$ cat config.mk
export PLATFORM = sky130hd
export DESIGN_NAME = deserializer_flat
export DESIGN_NICKNAME = d
export VERILOG_FILES = /design/src/rtl/deser_if.sv /design/src/rtl/deserializer.sv /design/src/flat_wrapper.sv
export SDC_FILE = /design/constraint.sdc
export NUM_CORES = 1
export LEC_CHECK = 0
export CORE_MARGIN = 1.5
export CORE_UTILIZATION = 59
export DETAILED_ROUTE_END_ITERATION = 6
export PLACE_DENSITY = 0.82
export SLEW_MARGIN = 20
export SYNTH_ARGS = -nofsm -noshare
export SYNTH_HDL_FRONTEND = slang
export SYNTH_SLANG_ARGS = --single-unit
$ cat constraint.sdc
create_clock -name clk_i -period 5.3 [get_ports clk_i]
set_input_delay 1.06 -clock clk_i [delete_from_list [all_inputs] [get_ports clk_i]]
set_output_delay 1.06 -clock clk_i [all_outputs]
set_load 0.02 [all_outputs]
$ cat src/rtl/deser_if.sv
// deser_if: serial-in / parallel-out handshake bundle between a bit-stream source and the deserializer
interface deser_if #(parameter int DATA_W = 16);
    localparam int LEN_W = $clog2(DATA_W) + 1;
    logic              ser_data;
    logic              ser_data_val;
    logic [DATA_W-1:0] deser_data;
    logic [LEN_W-1:0]  deser_data_mod;
    logic              deser_data_val;
    logic              deser_err;
    logic              busy;
    modport master (
        output ser_data, ser_data_val,
        input  deser_data, deser_data_mod, deser_data_val, deser_err, busy
    );
    modport slave (
        input  ser_data, ser_data_val,
        output deser_data, deser_data_mod, deser_data_val, deser_err, busy
    );
endinterface

$ cat src/rtl/deserializer.sv
// deserializer: rebuilds MSB-first serial runs into left-aligned words of 1..DATA_W bits
module deserializer #(
    parameter int DATA_W  = 16,
    parameter int MIN_LEN = 3
) (
    input  logic   clk_i,
    input  logic   rst_i,
    deser_if.slave bus
);
    localparam int CNT_W = $clog2(DATA_W);
    localparam int LEN_W = CNT_W + 1;

    typedef enum logic {IDLE, SHIFT} state_t;

    state_t            state_q, state_d;
    logic [CNT_W-1:0]  cnt_q, cnt_d;
    logic [DATA_W-1:0] shreg_q, shreg_d;
    logic [DATA_W-1:0] data_q, data_d;
    logic [LEN_W-1:0]  mod_q, mod_d;
    logic              val_q, val_d;
    logic              err_q, err_d;
    logic              done;
    logic [LEN_W-1:0]  len;
    logic [DATA_W-1:0] word;

    // next state: shift bits in, and on a terminating event publish the word or flag it as too short
    always_comb begin
        state_d = state_q;
        cnt_d   = cnt_q;
        shreg_d = shreg_q;
        data_d  = data_q;
        mod_d   = mod_q;
        val_d   = 1'b0;
        err_d   = 1'b0;
        done    = 1'b0;
        len     = {1'b0, cnt_q};
        word    = shreg_q;
        case (state_q)
            IDLE: begin
                if (bus.ser_data_val) begin
                    shreg_d = {bus.ser_data, {(DATA_W-1){1'b0}}};
                    cnt_d   = CNT_W'(1);
                    state_d = SHIFT;
                end
            end
            default: begin
                if (bus.ser_data_val) begin
                    word[CNT_W'(DATA_W-1) - cnt_q] = bus.ser_data;
                    if (cnt_q == CNT_W'(DATA_W-1)) begin
                        done    = 1'b1;
                        len     = LEN_W'(DATA_W);
                        cnt_d   = '0;
                        state_d = IDLE;
                    end else begin
                        shreg_d = word;
                        cnt_d   = cnt_q + CNT_W'(1);
                    end
                end else begin
                    done    = 1'b1;
                    cnt_d   = '0;
                    state_d = IDLE;
                end
            end
        endcase
        if (done) begin
            if (len >= LEN_W'(MIN_LEN)) begin
                data_d = word & ~({DATA_W{1'b1}} >> len);
                mod_d  = (len == LEN_W'(DATA_W)) ? '0 : len;
                val_d  = 1'b1;
            end else begin
                err_d  = 1'b1;
            end
        end
    end

    // state and output registers; reset discards any partial word silently
    always_ff @(posedge clk_i or negedge rst_i) begin
        if (!rst_i) begin
            state_q <= IDLE;
            cnt_q   <= '0;
            shreg_q <= '0;
            data_q  <= '0;
            mod_q   <= '0;
            val_q   <= 1'b0;
            err_q   <= 1'b0;
        end else begin
            state_q <= state_d;
            cnt_q   <= cnt_d;
            shreg_q <= shreg_d;
            data_q  <= data_d;
            mod_q   <= mod_d;
            val_q   <= val_d;
            err_q   <= err_d;
        end
    end

    assign bus.deser_data     = data_q;
    assign bus.deser_data_mod = mod_q;
    assign bus.deser_data_val = val_q;
    assign bus.deser_err      = err_q;
    assign bus.busy           = (cnt_q != '0);
endmodule

$ cat src/flat_wrapper.sv
// flat-port wrapper written by rule: the top's interface ports become plain ports
module deserializer_flat 
#(
    parameter int DATA_W  = 16,
    parameter int MIN_LEN = 3
)
  (clk_i, rst_i, bus_ser_data, bus_ser_data_val, bus_deser_data, bus_deser_data_mod, bus_deser_data_val, bus_deser_err, bus_busy);
  deser_if #(.DATA_W(DATA_W)) bus_i ();
  input  logic clk_i;
  input  logic rst_i;
  input wire logic [$bits(bus_i.ser_data)-1:0] bus_ser_data;
  input wire logic [$bits(bus_i.ser_data_val)-1:0] bus_ser_data_val;
  output wire logic [$bits(bus_i.deser_data)-1:0] bus_deser_data;
  output wire logic [$bits(bus_i.deser_data_mod)-1:0] bus_deser_data_mod;
  output wire logic [$bits(bus_i.deser_data_val)-1:0] bus_deser_data_val;
  output wire logic [$bits(bus_i.deser_err)-1:0] bus_deser_err;
  output wire logic [$bits(bus_i.busy)-1:0] bus_busy;
  assign bus_i.ser_data = bus_ser_data;
  assign bus_i.ser_data_val = bus_ser_data_val;
  assign bus_deser_data = bus_i.deser_data;
  assign bus_deser_data_mod = bus_i.deser_data_mod;
  assign bus_deser_data_val = bus_i.deser_data_val;
  assign bus_deser_err = bus_i.deser_err;
  assign bus_busy = bus_i.busy;
  deserializer #(.DATA_W(DATA_W), .MIN_LEN(MIN_LEN)) u_core (.clk_i(clk_i), .rst_i(rst_i), .bus(bus_i));
endmodule
# Word-level counts from Yosys, hierarchy flattened

Index checks and enable logic that the tools add are counted.

Register bits: 44
Bits of input ports: 4

$add $sub $neg: 2
$lt $le $gt $ge: 3
Equal/unequal tests: 3
Shifts and indexed selects: 1
Multiplexer cells: 28
Bitwise operators: 2
Reduce and logical (&&, ||, !) cells: 5

Operators by type and width:

| kind                    | number |
|---|---|
| $mux W16                | 6 |
| $mux W5                 | 4 |
| $and A16 B16 Y16        | 1 |
| $bwmux W16              | 1 |
| $mux W4                 | 4 |
| $not A16 Y16            | 1 |
| $shr A16 B5 Y16 const A | 1 |
| $mux W1                 | 12 |
| $eq A5 B5 Y1 const B    | 1 |
| $ge A5 B2 Y1 const B    | 1 |
| $lt A4 B5 Y1 const B    | 1 |
| $add A4 B1 Y4 const B   | 1 |
| $demux W1 S4            | 1 |
| $eq A4 B4 Y1 const B    | 1 |
| $ge A4 B1 Y1 const B    | 1 |
| $reduce_and A2 Y1       | 2 |
| $reduce_bool A4 Y1      | 1 |
| $sub A4 B4 Y4 const A   | 1 |
| $ne A2 B2 Y1 const B    | 1 |
| $reduce_bool A2 Y1      | 1 |
| $logic_and A1 B1 Y1     | 1 |

# Logic depth before layout (Yosys ltp)

Depth in word-level cells: 9
Depth in mapped cells: 7
Mapped depth without buffers: 6

# Least setup slack after synthesis

OpenSTA, ideal clock, no wires.

Kind: register -> output
From: register u_core.cnt_q[1]
To: output port bus_busy
Data arrival time: 955 ps
Data required time: 4,240 ps
Setup slack: 3,285 ps
Cell stages (with the launch flop): 4
Path through: dfrtp_1 > inv_1 > ha_1 > nand2_1

Word-level cells in the longest chain between the ends: 1

Ends and longest elaborated chain:

| what                     | line                | text |
|---|---|---|
| start: declaration       | deserializer.sv:16  | `logic [CNT_W-1:0] cnt_q, cnt_d;` |
| start signal: assignment | deserializer.sv:88  | `cnt_q <= cnt_d;` |
| $reduce_bool A4 Y1       | deserializer.sv:101 | `assign bus.busy = (cnt_q != '0);` |
| end: declaration         | flat_wrapper.sv:17  | `output wire logic [$bits(bus_i.busy)-1:0] bus_busy;` |

No other way between the ends.

# Final worst setup path

Ends and elaborated chain as after synthesis.

==> flow_summary.yaml <==
status:
  outcome: "complete, no violations"
clock_tree:
  cts_tree: "built"
  htreeDepth: 2
  ctsHoldBuffers: 0
  post_cts_buffers: 0
  cts.path.max_buffers: 2
  path_clk_slew_ns: 0.08
  clk_latency_ns: 0.30
  cts_root_buffer: "clkbuf_8"
  cts_num_sinks: 43
  post_cts_resized: 0
  numCtsBuffers: 5
global_routing:
  grt_antenna_before_repair: 0
  grt_max_degree: 44
  grt_usage_pct: 25.12
  grt_pass1_wl_um: 8038
  grt_overflow_total: 0
  grt_pass1_vias: 1625
floorplanning:
  num_rows: 22
  design.die.area_sq_um: 4177
  start_util_pct: 61.21
  core_area_sq_um: 3661
  fp.dieW_um: 64.63
  die_y_um: 64.63
  io_pins: 28
routing:
  ant_nets: 0
  drt-pass1-iter-count: 6
  drt_iter0_drc: 145
  wl_per_cell_um: 16.03
  routed_wl_um: 4762
  drc: 0
  vias_per_cell: 6.162
  num_vias: 1830
yosys:
  ys_seq_elements: 43
  ys.flop_type: "dfrtp_1"
  synth.yosys.seq_area_share_pct: 48.02
  synth_edf_count: 0
  syn_inst: 233
  syn-cell-area_sq_um: 2241
  yosys_warnings: 0
  synth_area_leader_cell: "dfrtp_1"
  syn-num-nets: 241
  synth_cell_types: 40
  synthArstFlopShare_pct: 100.0
  synth.area.top_cells: "dfrtp_1 48%, o21ai_0 5.1%, nand2_1 5.0%"
  yosys.area.top_type_share_pct: 48.02
  avgSynthCellArea_sq_um: 9.618
placed_design:
  post-place-cells: 289
  place.gp.congestion: 0.8941
  place_area_sq_um: 2460
  io_buffer_count: 27
  dpl.hpwl_um: 3201
  dp_slack_ns: 2.274
layout:
  layout-drive-gt1-share_pct: 6.024
  post-route-util_pct: 69.51
  final_common_cell: "dfrtp_1"
  layout_common_cells: "43 x dfrtp_1, 30 x nand2_1, 26 x clkdlybuf4s50_1, 23 x o21ai_0, 10 x a21oi_1"
  area_growth_pct: 13.57
  nFillCells: 278
  fin_cells: 297
  num_antenna_cells: 0
  stdcell_area_sq_um: 2545
  nNetsFinal: 256
timing:
  min_period_over_period_pct: 56.53
  min_period_ns: 2.996
  timing.fmax_mhz: 333.8
  worst_slack_ns: 2.304
  setup_viol: 0
  slew_viol_final: 0
  hold_viol: 0
  tns_ns: 0
  tightest_slew_ns: 0.9287
  holdWs_ns: 0.4794
  relSlewSlack_pct: 38.09
  fin_skew_ns: 0.004526
  rsz0062_at_grt: "no"
job:
  cap_violations: 0
min_path:
  hp-class: "reg -> reg"
setup_path:
  path_max_fanout: 9
  end_kind: "output pin"
  crit_arrival_ns: 1.94
  crit_required_ns: 4.24
  critPathLaunchType: "register"
  critical_path_class: "reg -> out"
pwr:
  p_leak_nw: 1.094
  ir_worst_vdd_v: 0.0001849
  power_density_nw_per_um2: 301.7
  total_power_uw: 767.8
power breakdown:
group	leakage (nW)	switching, mW	internal (mW)
Sequential	0.583	0.0251	0.362
Clock	0.0412	0.108	0.0920
Combinational	0.470	0.103	0.0781
layer usage:
layer | GRT usage [%] | vias to the layer above | part of all wire (%) | wire, um
met3 | 4.688 | 12 | 6.8 | 323
li1 | - | 869 | - | -
met2 | 39.97 | 80 | 46 | 2185
met5 | 0 | - | 0 | 0
met4 | 7.979 | 0 | 1.9 | 91
met1 | 35.06 | 869 | 45 | 2161
cell families after synthesis:
family / share of synthesized area [%]
adders and majority gates: 2.233
muxes: 4.132
and+or+nand+nor: 13.85
buffers and inverters: 6.924
AOI/OAI and AO/OA: 24.46
DFF: 48.02
xor gates and xnor gates: 0.3909
state kept, by name, summed over array words and instances, names as in the netlist:
signal	count
u_core.bus.deser_data	16
u_core.shreg_q	15
u_core.bus.deser_data_mod	5
u_core.cnt_q	4
u_core.bus.deser_data_val	1
u_core.bus.deser_err	1
u_core.state_q	1
path summary, 6_finish.rpt:
check	to	cells past startpoint	slack [ns]	start
min reg2reg	u_core.bus.deser_data[9]$_DFFE_PN0P_	2	0.48	u_core.bus.deser_data[9]$_DFFE_PN0P_
max	bus_busy	4	2.30	u_core.cnt_q[1]$_DFFE_PN0P_
max reg2reg	u_core.bus.deser_data[14]$_DFFE_PN0P_	4	2.99	u_core.cnt_q[2]$_DFFE_PN0P_
min	u_core.bus.deser_data[9]$_DFFE_PN0P_	2	0.48	u_core.bus.deser_data[9]$_DFFE_PN0P_
min in group asynchronous	u_core.bus.deser_data_mod[0]$_DFFE_PN0P_	1	0.90	rst_i
max in group asynchronous	u_core.bus.deser_data[8]$_DFFE_PN0P_	1	3.83	rst_i
layout make-up:
cell class / instances / area (sq um) / area share [%]
flip-flops and latches: 43 / 1076 / 42.28
repair buffers: 29 / 280.3 / 11.01
well taps: 48 / 60.06 / 2.360
clock buffers: 6 / 72.57 / 2.852
inverters: 9 / 33.78 / 1.327
clock inverters: 2 / 12.51 / 0.4916
multi-input cells: 160 / 1010 / 39.68
synthesized netlist by cell type, types with 2 or more instances:
| cell | n |
|---|---|
| buf_6 | 4 |
| inv_1 | 9 |
| buf_1 | 2 |
| clkbuf_1 | 7 |
| a22o_1 | 6 |
| nand2_1 | 30 |
| mux2i_1 | 7 |
| a32o_1 | 2 |
| nand3_1 | 7 |
| o2bb2ai_1 | 6 |
| buf_2 | 7 |
| nand2b_1 | 4 |
| o31ai_1 | 6 |
| a21oi_1 | 10 |
| nor2_1 | 8 |
| o211ai_1 | 2 |
| dfrtp_1 | 43 |
| and3_1 | 3 |
| a31oi_1 | 5 |
| ha_1 | 4 |
| mux2_2 | 2 |
| o22ai_1 | 3 |
| o21ai_0 | 23 |
| a22oi_1 | 4 |
| a211oi_1 | 7 |
| nor2b_1 | 3 |
| and2_1 | 5 |
| a21o_1 | 2 |
critical path, cell delays in order (launching register included):
cell and delay [ns]:
dfrtp_1 0.48, inv_1 0.14, ha_1 0.29, nand2_1 0.11, clkdlybuf4s50_1 0.61
(Power assumes the default switching activity.)
